## src/rtl/uart_data_loader.sv

```systemverilog
// uart_data_loader: takes bytes from the UART RX decoder and writes them into
// the frame RAM at addresses 0..DEPTH-1. It signals fin once the whole frame
// is resident, or err if the RX line goes silent mid-frame.
module uart_data_loader #(
  parameter int ADDR_W  = 16,
  parameter int DEPTH   = 65536,
  parameter int DATA_W  = 8,
  parameter int TIMEOUT = 1000000
) (
  input  logic              clk,
  input  logic              rst_n,
  input  logic              start,
  input  logic              rx_valid,
  input  logic [DATA_W-1:0] rx_data,
  output logic              ram_wen,
  output logic [ADDR_W-1:0] ram_addr,
  output logic [DATA_W-1:0] ram_wdata,
  output logic              busy,
  output logic              fin,
  output logic              err,
  output logic              ovf,
  output logic [ADDR_W:0]   byte_cnt
);

  localparam int CW = ADDR_W + 1;
  localparam int TW = $clog2(TIMEOUT + 1);
  localparam logic [CW-1:0] DEPTH_C    = CW'(DEPTH);
  localparam logic [TW-1:0] TMO_LAST_C = TW'(TIMEOUT - 1);

  typedef enum logic [1:0] {
    IDLE  = 2'd0,
    LOAD  = 2'd1,
    DONE  = 2'd2,
    ERROR = 2'd3
  } state_t;

  state_t              state_q, state_d;
  logic [CW-1:0]       cnt_q, cnt_d;     // byte count; low ADDR_W bits act as the write pointer
  logic [TW-1:0]       tmo_q, tmo_d;
  logic                ram_wen_q, ram_wen_d;
  logic [ADDR_W-1:0]   ram_addr_q, ram_addr_d;
  logic [DATA_W-1:0]   ram_wdata_q, ram_wdata_d;
  logic                busy_q, busy_d;
  logic                fin_q, fin_d;
  logic                err_q, err_d;
  logic                ovf_q, ovf_d;

  // Next-state and registered-output logic for the load FSM.
  always_comb begin
    state_d     = state_q;
    cnt_d       = cnt_q;
    tmo_d       = tmo_q;
    ram_wen_d   = 1'b0;
    ram_addr_d  = ram_addr_q;
    ram_wdata_d = ram_wdata_q;
    busy_d      = busy_q;
    fin_d       = fin_q;
    err_d       = err_q;
    ovf_d       = ovf_q;
    case (state_q)
      IDLE, DONE, ERROR: begin
        if (start) begin
          // Any rx_valid arriving with start is deliberately dropped.
          state_d = LOAD;
          cnt_d   = '0;
          tmo_d   = '0;
          busy_d  = 1'b1;
          fin_d   = 1'b0;
          err_d   = 1'b0;
          ovf_d   = 1'b0;
        end else if (state_q == DONE && rx_valid) begin
          ovf_d = 1'b1;
        end
      end
      LOAD: begin
        if (cnt_q == DEPTH_C) begin
          // The last write was issued on the previous edge. Close the frame
          // and keep ram_addr at DEPTH-1.
          state_d = DONE;
          busy_d  = 1'b0;
          fin_d   = 1'b1;
        end else if (rx_valid) begin
          ram_wen_d   = 1'b1;
          ram_addr_d  = cnt_q[ADDR_W-1:0];
          ram_wdata_d = rx_data;
          cnt_d       = cnt_q + CW'(1);
          tmo_d       = '0;
        end else if (tmo_q == TMO_LAST_C) begin
          // The counter reaches TIMEOUT on this edge, so abort the frame.
          tmo_d   = tmo_q + TW'(1);
          state_d = ERROR;
          busy_d  = 1'b0;
          err_d   = 1'b1;
        end else begin
          tmo_d = tmo_q + TW'(1);
        end
      end
      default: state_d = IDLE;
    endcase
  end

  // State and output registers, cleared asynchronously.
  always_ff @(posedge clk or negedge rst_n) begin
    if (!rst_n) begin
      state_q     <= IDLE;
      cnt_q       <= '0;
      tmo_q       <= '0;
      ram_wen_q   <= 1'b0;
      ram_addr_q  <= '0;
      ram_wdata_q <= '0;
      busy_q      <= 1'b0;
      fin_q       <= 1'b0;
      err_q       <= 1'b0;
      ovf_q       <= 1'b0;
    end else begin
      state_q     <= state_d;
      cnt_q       <= cnt_d;
      tmo_q       <= tmo_d;
      ram_wen_q   <= ram_wen_d;
      ram_addr_q  <= ram_addr_d;
      ram_wdata_q <= ram_wdata_d;
      busy_q      <= busy_d;
      fin_q       <= fin_d;
      err_q       <= err_d;
      ovf_q       <= ovf_d;
    end
  end

  assign ram_wen   = ram_wen_q;
  assign ram_addr  = ram_addr_q;
  assign ram_wdata = ram_wdata_q;
  assign busy      = busy_q;
  assign fin       = fin_q;
  assign err       = err_q;
  assign ovf       = ovf_q;
  assign byte_cnt  = cnt_q;

endmodule

```

## config.mk

```make
export PLATFORM = sky130hd
export DESIGN_NAME = uart_data_loader
export DESIGN_NICKNAME = d
export VERILOG_FILES = /design/src/rtl/uart_data_loader.sv
export SDC_FILE = /design/constraint.sdc
export NUM_CORES = 1
export LEC_CHECK = 0
export CAP_MARGIN = 15
export CORE_ASPECT_RATIO = 1.75
export CORE_MARGIN = 2
export CORE_UTILIZATION = 50
export CTS_BUF_LIST = sky130_fd_sc_hd__clkbuf_8
export DETAILED_ROUTE_END_ITERATION = 7
export PLACE_DENSITY = 0.77
export SETUP_SLACK_MARGIN = 0.05
export SYNTH_ARGS = -nofsm -noshare
export SYNTH_HDL_FRONTEND = slang
export SYNTH_SLANG_ARGS = --single-unit
export TNS_END_PERCENT = 20
```

## constraint.sdc

```tcl
create_clock -name clk -period 5.57 [get_ports clk]
set_input_delay 1.114 -clock clk [delete_from_list [all_inputs] [get_ports clk]]
set_output_delay 1.114 -clock clk [all_outputs]
set_load 0.02 [all_outputs]
```

==> flow_summary.json, run 1 <==
{
  "path_class": "reg -> reg",
  "die_h_microns": 110.3,
  "start_kind": "register",
  "fin_skew_ps": 4.436,
  "power.density_nw_per_um2": 289.4,
  "max_freq_ghz": 0.2945,
  "cp.arrival_ps": 3670,
  "num-fill-cells": 528,
  "cts_buffers": 9,
  "wire_per_inst_microns": 14.98,
  "setup_viol": 0,
  "ys_ff_latch": 68,
  "clock_latency_ps": 340,
  "crit_family": "simple AND/OR/NAND/NOR gates",
  "syn2layout_area_growth_pct": 23.29,
  "cts_tree": "done",
  "gp_congestion": 0.9024,
  "timing.hold.ws_ps": 474.1,
  "cts_hold_buf": 0,
  "final_common_cell": "nand2_1",
  "ys_types": 43,
  "first_iter_violations": 249,
  "worstPathMaxFanout": 29,
  "dr.pass1.iters": 4,
  "synthFlopType": "dfrtp_1",
  "cts.reportedPaths.clkPinSlew_ps": 70,
  "die_x_microns": 64.74,
  "antenna_found_initial": 0,
  "port-buffer-count": 57,
  "wl_microns": 7415,
  "dpl.hpwl_microns": 5250,
  "grt_pass1_wl_microns": 12370,
  "clkSinkCount": 68,
  "p_leak_nw": 1.832,
  "critPathRequiredTime_ps": 5840,
  "drive_gt1_frac": 0.04337,
  "ir_drop_mv": 0.1401,
  "rsz0062_at_grt": "false",
  "grt_overflow_total": 0,
  "cpMaxStageDelayCell": "clkinv_1",
  "p_total_mw": 1.152,
  "status": "completed",
  "synthCells": 357,
  "path_cells": "inv_1 > ha_1 > nor4b_1 > and4_1 > or2_2 > clkinv_1 > nand4_1 > mux2i_1",
  "max_stage_delay_ps": 720,
  "postSynthAreaPerCell_sq_um": 9.042,
  "post-route-period-util": 0.6097,
  "ys_warn_count": 0,
  "coreArea_sq_um": 6228,
  "hold_class": "reg -> reg",
  "relSlewSlack": 0.3469,
  "n_antenna_cell": 0,
  "async_reset_ff_frac": 1.000,
  "dieArea_sq_um": 7141,
  "cts.repair.resized": 0,
  "nets": 426,
  "netlist_area_sq_um": 3228,
  "fin_crit_ps": 3396,
  "viasPerCell": 5.592,
  "drcViolationCount": 0,
  "synthesis.nets": 372,
  "num_rows": 38,
  "start_util": 0.5183,
  "cp-end-kind": "register",
  "grt_pass1_vias": 2669,
  "slew_violations": 0,
  "cts_root_buf": "clkbuf_8",
  "htree_num_levels": 3,
  "postCtsSetupRepairBufs": 0,
  "num_vias": 2768,
  "drv_cap": 0,
  "clockBufferDepth": 2,
  "crit_buf_inv": 2,
  "worst_pin_slew_ps": 977.7,
  "ys_seq_area_frac": 0.5271,
  "synth_edf_count": 0,
  "grtUsageTotal": 0.2277,
  "grt_max_degree": 69,
  "layout_common_cells": "nand2_1, dfrtp_1, clkdlybuf4s50_1, o21ai_0, nor2_1",
  "ioPinCount": 58,
  "finalHoldViolations": 0,
  "final_util": 0.6390,
  "finalSetupTns_ps": 0,
  "ant_nets": 0
}
==> tightest hold or removal path, cell delays in order (launching register included) <==
cell and delay (ps):
dfrtp_1 340, nand2_1 50, nand2_1 50
==> cell families (layout without fill, tap and decap cells) <==
| group | after synthesis | count (layout) | synth area share |
|---|---|---|---|
| compound gates | 50 | 50 | 0.08837 |
| xor+xnor | 13 | 13 | 0.03527 |
| fa+ha+maj | 3 | 3 | 0.01163 |
| buf+inv | 25 | 83 | 0.03953 |
| flops | 68 | 68 | 0.5271 |
| mux | 3 | 3 | 0.009303 |
| simple gates | 195 | 195 | 0.2888 |
==> metal layers <==
metal / global-route usage / vias up / wire length [microns]
li1: - / 1329 / -
met1: 0.2564 / 1354 / 2919
met2: 0.4124 / 74 / 4134
met3: 0.03147 / 11 / 260
met4: 0.1201 / 0 / 100
met5: 0 / - / 0
==> through the flow <==
step / instances / worst slack, ps / cell area (sq um)
global placement: 480 / 2012 / 3811
floorplan: 357 / 3367 / 3228
global route: 495 / 1895 / 3980
CTS: 495 / 2154 / 3980
detailed placement: 480 / 1883 / 3811
finish: 495 / 2174 / 3980
==> power by group <==
part / total, mW / internal, mW / switching, mW
combinational: 0.222 / 0.103 / 0.119
sequential: 0.582 / 0.533 / 0.0486
clock: 0.348 / 0.178 / 0.170
==> registers in the layout, indices dropped and copies added, names as in the netlist, 2 cells and up <==
name and cells:
tmo_q 20, byte_cnt 17, ram_addr 16, ram_wdata 8, state_q 2
==> cell usage after synthesis, types with 2 or more instances <==
| master | number | area (sq um) |
|---|---|---|
| nand2_1 | 95 | 356.6 |
| dfrtp_1 | 68 | 1702 |
| o21ai_0 | 29 | 145.1 |
| nor2_1 | 23 | 86.33 |
| nand3_1 | 17 | 85.08 |
| nand4_1 | 11 | 68.82 |
| nor3_1 | 10 | 50.05 |
| a21oi_1 | 9 | 45.04 |
| buf_2 | 9 | 45.04 |
| inv_1 | 9 | 33.78 |
| xor2_1 | 8 | 70.07 |
| or3_1 | 7 | 43.79 |
| and3_1 | 6 | 37.54 |
| and4_1 | 5 | 43.79 |
| xnor2_1 | 5 | 43.79 |
| buf_4 | 4 | 30.03 |
| nor4_1 | 4 | 25.02 |
| a21o_1 | 3 | 22.52 |
| ha_1 | 3 | 37.54 |
| mux2i_1 | 3 | 30.03 |
| nand2b_1 | 3 | 18.77 |
| nor4b_1 | 3 | 26.28 |
| and2_1 | 2 | 12.51 |
| o31ai_1 | 2 | 15.01 |
==> path summary, 6_finish.rpt <==
check | startpoint | to | slack (ps) | cells after the start
min in group asynchronous | rst_n | ram_wdata[5] | 960 | 2
worst max register to register | byte_cnt[0] | byte_cnt[4] | 2170 | 8
worst max-delay path | byte_cnt[0] | byte_cnt[4] | 2170 | 8
worst min-delay path | ram_addr[13] | ram_addr[13] | 470 | 2
max in group asynchronous | rst_n | byte_cnt[9] | 4050 | 2
worst min register to register | ram_addr[13] | ram_addr[13] | 470 | 2
==> final cells by class <==
type                       instances  area, sq um  share of cell area
sequential                        68         1702              0.4275
multi-input combinational        264         1399              0.3515
timing repair buffer              58        573.1              0.1440
clock buffer                      11        151.4             0.03804
tap                               80        100.1             0.02515
inverter                          10        37.54            0.009431
clock inverter                     4        17.52            0.004401
Note: power is estimated with default switching activity, not from simulation.
==> run 2: changes to the inputs <==
==> constraint.sdc (replaced) <==
create_clock -name clk -period 3.4 [get_ports clk]
set_input_delay 0.68 -clock clk [delete_from_list [all_inputs] [get_ports clk]]
set_output_delay 0.68 -clock clk [all_outputs]
set_load 0.02 [all_outputs]
==> run 2 against run 1 <==
Critical path depth is 1 higher. Highest routed layer unchanged. Hold slack got worse by 320 ps. Fmax rose by 38%. Critical endpoint is now ram_addr[11]. Clock skew is 4.8 ps higher.
==> flow_summary.json, run 2 (synthesis results as in run 1) <==
{
  "status": "completed",
  "finalSetupTns_ps": 0,
  "grtUsageTotal": 0.2367,
  "setup_viol": 0,
  "drv_cap": 0,
  "crit_family": "simple AND/OR/NAND/NOR gates",
  "crit_buf_inv": 3,
  "die_h_microns": 110.3,
  "die_x_microns": 64.74,
  "dpl_cell_area_sq_um": 3841,
  "wire_per_inst_microns": 15.02,
  "post-route-period-util": 0.7222,
  "path_cells": "inv_1 > ha_1 > nor4b_1 > and4_1 > or2_2 > clkinv_1 > buf_4 > nand2_1 > nand2_1",
  "ioPinCount": 58,
  "cpMostUsedCell": "nand2_1",
  "drcViolationCount": 0,
  "cpMaxStageDelayCell": "and4_1",
  "finalHoldViolations": 0,
  "num_vias": 2718,
  "grt_pass1_vias": 2731,
  "fin_crit_ps": 2456,
  "grt_overflow_total": 0,
  "cts.reportedPaths.clkPinSlew_ps": 70,
  "max_freq_ghz": 0.4072,
  "max_flop_register": "tmo_q",
  "clockBufferDepth": 2,
  "gp_congestion": 0.9289,
  "critPathRequiredTime_ps": 3640,
  "first_iter_violations": 202,
  "port-buffer-count": 57,
  "wl_microns": 7511,
  "nets": 430,
  "dpl.hpwl_microns": 5333,
  "coreArea_sq_um": 6228,
  "cts_buffers": 9,
  "dieArea_sq_um": 7141,
  "reg2reg_slack_ps": 940,
  "cts_hold_buf": 0,
  "antenna_found_initial": 0,
  "rsz0062_at_grt": "false",
  "worst_pin_slew_ps": 770.2,
  "num-fill-cells": 528,
  "cts.repair.resized": 0,
  "drive_gt1_frac": 0.05714,
  "place_ws_ps": 766.8,
  "worstPathMaxFanout": 19,
  "max_stage_delay_ps": 550,
  "fin_skew_ps": 9.263,
  "start_kind": "register",
  "path_class": "reg -> reg",
  "finalInstanceArea_sq_um": 4044,
  "cp.arrival_ps": 2690,
  "hold_class": "in -> async",
  "clock_latency_ps": 350,
  "final.setup.worst_slack_ps": 944.5,
  "viasPerCell": 5.436,
  "cts_tree": "done",
  "n_antenna_cell": 0,
  "p_leak_nw": 1.861,
  "largest_reg_flops": 20,
  "ant_nets": 0,
  "relSlewSlack": 0.4860,
  "timing.hold.ws_ps": 155.5,
  "final_common_cell": "nand2_1",
  "dr.pass1.iters": 4,
  "htree_num_levels": 3,
  "clkSinkCount": 68,
  "slew_violations": 0,
  "num_rows": 38,
  "postCtsSetupRepairBufs": 0,
  "layout_common_cells": "nand2_1, dfrtp_1, clkdlybuf4s50_1, o21ai_0, nor2_1",
  "cts_root_buf": "clkbuf_8",
  "syn2layout_area_growth_pct": 25.27,
  "cp-end-kind": "register",
  "power.density_nw_per_um2": 494.9,
  "ir_drop_mv": 0.3098,
  "grt_pass1_wl_microns": 12750,
  "grt_max_degree": 62,
  "start_util": 0.5183
}
==> run 2: final timing paths <==
kind,start,endpoint,depth (start not counted)
setup / recovery,byte_cnt[0],ram_addr[11],9
hold / removal,rst_n,ram_addr[2],1
setup reg to reg,byte_cnt[0],ram_addr[11],9
hold reg to reg,ram_wdata[3],ram_wdata[3],2
max in group asynchronous,rst_n,ram_addr[13],2
min in group clk,ram_wdata[3],ram_wdata[3],2
==> run 2: per-stage QoR <==
step | util | instances | power (mW)
after floorplan | - | 357 | 1.139
after global placement | 0.6167 | 484 | 1.335
after detailed placement | 0.6167 | 484 | 1.349
after CTS | 0.6493 | 500 | 2.019
after global routing | 0.6493 | 500 | 2.092
final | 0.6493 | 500 | 2.001
==> run 2: area by class of cell <==
type,instances,area (sq um),area share
clock buffer,11,151.4,0.03744
inverter,10,37.54,0.009282
timing repair buffer,62,603.1,0.1491
sequential,68,1702,0.4208
clock inverter,5,51.30,0.01269
tap,80,100.1,0.02475
multi-input combinational,264,1399,0.3459
==> run 2: worst register-to-register path, stage by stage, from the launching register on <==
cell and delay [ps]:
dfrtp_1 440, inv_1 100, ha_1 190, nor4b_1 230, and4_1 550, or2_2 220, clkinv_1 190, buf_4 270
nand2_1 100, nand2_1 60
==> run 2: routing by layer <==
metal,global-route usage,vias up,wire (microns)
li1,-,1344,-
met1,0.2628,1296,2944
met2,0.4300,67,4136
met3,0.04975,11,289
met4,0.1049,0,141
met5,0,-,0
==> run 2: report_power, final <==
part	switching [mW]	internal (mW)	total, mW
Clock	0.299	0.373	0.672
Sequential	0.0686	0.874	0.942
Combinational	0.209	0.178	0.387
Total	0.576	1.42	2.00
==> run 3: changes to the inputs <==
==> constraint.sdc (replaced) <==
create_clock -name clk -period 2.33 [get_ports clk]
set_input_delay 0.466 -clock clk [delete_from_list [all_inputs] [get_ports clk]]
set_output_delay 0.466 -clock clk [all_outputs]
set_load 0.02 [all_outputs]
==> run 3 against run 2 <==
Worst setup slack got worse by 790 ps. Power rose by 46%. Critical endpoint is now tmo_q[6]. Combinational power rose by 58%. Register-to-register slack got worse by 790 ps. Sequential power rose by 44%. Hold slack got worse by 48 ps. Critical path depth did not move. Sequential share of layout area fell by 1.3 points. Clock power rose by 42%. Largest power group unchanged. Flip-flop and latch count did not move.
==> flow_summary.json, run 3 (synthesis results as in run 1) <==
{
  "grt_pass1_wl_microns": 13190,
  "slew_violations": 0,
  "coreArea_sq_um": 6228,
  "power.density_nw_per_um2": 700.6,
  "grt_pass1_vias": 2808,
  "met3_length_microns": 265,
  "cp-end-kind": "register",
  "place_ws_ps": 154.0,
  "critPathRequiredTime_ps": 2600,
  "cts_root_buf": "clkbuf_8",
  "drcViolationCount": 0,
  "die_h_microns": 110.3,
  "ant_nets": 0,
  "num_rows": 38,
  "largest_reg_flops": 20,
  "layout_common_cells": "nand2_1, dfrtp_1, clkdlybuf4s50_1, o21ai_0, nor2_1",
  "antenna_found_initial": 0,
  "max_stage_delay_ps": 380,
  "fin_crit_ps": 2178,
  "relSlewSlack": 0.6104,
  "setup_viol": 0,
  "drive_gt1_frac": 0.08986,
  "rsz0062_at_grt": "true",
  "die_x_microns": 64.74,
  "final.setup.worst_slack_ps": 152.1,
  "num_vias": 2835,
  "grtUsageTotal": 0.2426,
  "post-route-period-util": 0.9347,
  "cts.repair.resized": 0,
  "dpl.hpwl_microns": 5670,
  "cts_tree": "done",
  "cts_buffers": 9,
  "worst_pin_slew_ps": 584.4,
  "nets": 446,
  "cts_hold_buf": 0,
  "syn2layout_area_growth_pct": 29.11,
  "cts.reportedPaths.clkPinSlew_ps": 70,
  "clockBufferDepth": 2,
  "status": "completed",
  "met1Wirelength_microns": 3019,
  "drv_cap": 0,
  "ir_drop_mv": 0.4021,
  "p_leak_nw": 1.943,
  "clockPowerShare": 0.326,
  "grt_max_degree": 46,
  "finalHoldViolations": 0,
  "cpMostUsedCell": "buf_4",
  "max_flop_register": "tmo_q",
  "p_sw_uw": 827.6,
  "n_antenna_cell": 0,
  "start_kind": "register",
  "dr.pass1.iters": 4,
  "wl_met2_microns": 4228,
  "p_int_mw": 2.092,
  "dp.cells": 500,
  "num-fill-cells": 528,
  "viasPerCell": 5.516,
  "hold_class": "in -> async",
  "clock_latency_ps": 350,
  "fin_skew_ps": 9.029,
  "path_cells": "inv_1 > ha_1 > nor4b_1 > and4_1 > buf_4 > or2_1 > buf_4 > or3_1 > o21ai_0",
  "first_iter_violations": 208,
  "clkSinkCount": 68,
  "combPwrFrac": 0.210,
  "htree_num_levels": 3,
  "gp_congestion": 0.9088,
  "cpMaxStageDelayCell": "dfrtp_1",
  "grt_overflow_total": 0,
  "dieArea_sq_um": 7141,
  "cp.arrival_ps": 2440,
  "maxUsedRoutingLayer": "met4",
  "power_frac_seq": 0.464,
  "final_common_cell": "nand2_1",
  "path_class": "reg -> reg",
  "wire_per_inst_microns": 14.96,
  "start_util": 0.5183,
  "layoutNonFillerInstCount": 514,
  "wl_microns": 7689,
  "ioPinCount": 58,
  "port-buffer-count": 57,
  "max_freq_ghz": 0.4592,
  "finalSetupTns_ps": 0,
  "sw_frac_of_total": 0.2834,
  "postCtsSetupRepairBufs": 0,
  "worstPathMaxFanout": 10
}
## run 3: cell count changes in the layout (fill, tap and decap cells not counted), sizes merged
cell,delta
buf,+16
clkinv,-2
## run 3: worst max-delay path, delay by kind of cell (launching register included)
kind	cells	cell delay [ps]
AND/OR/NAND/NOR	4	980
adder cells (fa/ha/maj)	1	210
AO/OA/AOI/OAI	1	80
flip-flops	1	380
buffers and inverters	3	440
## run 3: final timing paths
check,startpoint,to,slack (ps),cells past startpoint
hold / removal,rst_n,ram_wdata[4],110,1
setup reg to reg,byte_cnt[1],tmo_q[6],150,9
max in group asynchronous,rst_n,byte_cnt[8],1580,2
min in group clk,ram_wdata[3],ram_wdata[3],470,2
setup / recovery,byte_cnt[1],tmo_q[6],150,9
hold reg to reg,ram_wdata[3],ram_wdata[3],470,2
## run 3: layout make-up
class                   count  area (sq um)  share of cell area
flip-flops and latches     68          1702              0.4083
multi-input cells         264          1399              0.3356
repair buffers             78         735.7              0.1765
clock buffers              11         151.4             0.03633
well taps                  80         100.1             0.02402
inverters                  10         41.29            0.009907
clock inverters             3         38.79            0.009307
## run 3: per-stage QoR
| step | cell area [sq um] | total power, mW | hold WS [ps] | util |
|---|---|---|---|---|
| after detailed placement | 3974 | 1.994 | 461.9 | 0.6380 |
| final | 4168 | 2.920 | 107.6 | 0.6691 |
| after global routing | 4168 | 3.047 | 146.5 | 0.6691 |
| after floorplan | 3228 | 1.662 | 170.4 | - |
| after global placement | 3974 | 1.976 | 456.0 | 0.6380 |
| after CTS | 4164 | 2.939 | 116.7 | 0.6685 |
## run 3: per-layer routing
layer	GRT usage	vias to the layer above
met1	0.2670	1373
li1	-	1374
met2	0.4455	74
met5	0	-
met3	0.05279	14
met4	0.1003	0
## run 3: power groups by stage
stage / sequential (mW) / combinational [mW] / clock [mW]
floorplan: 1.49 / 0.175 / 0
global placement: 1.37 / 0.604 / 0
detailed placement: 1.38 / 0.617 / 0
CTS: 1.35 / 0.620 / 0.965
global route: 1.36 / 0.667 / 1.02
finish: 1.36 / 0.613 / 0.952
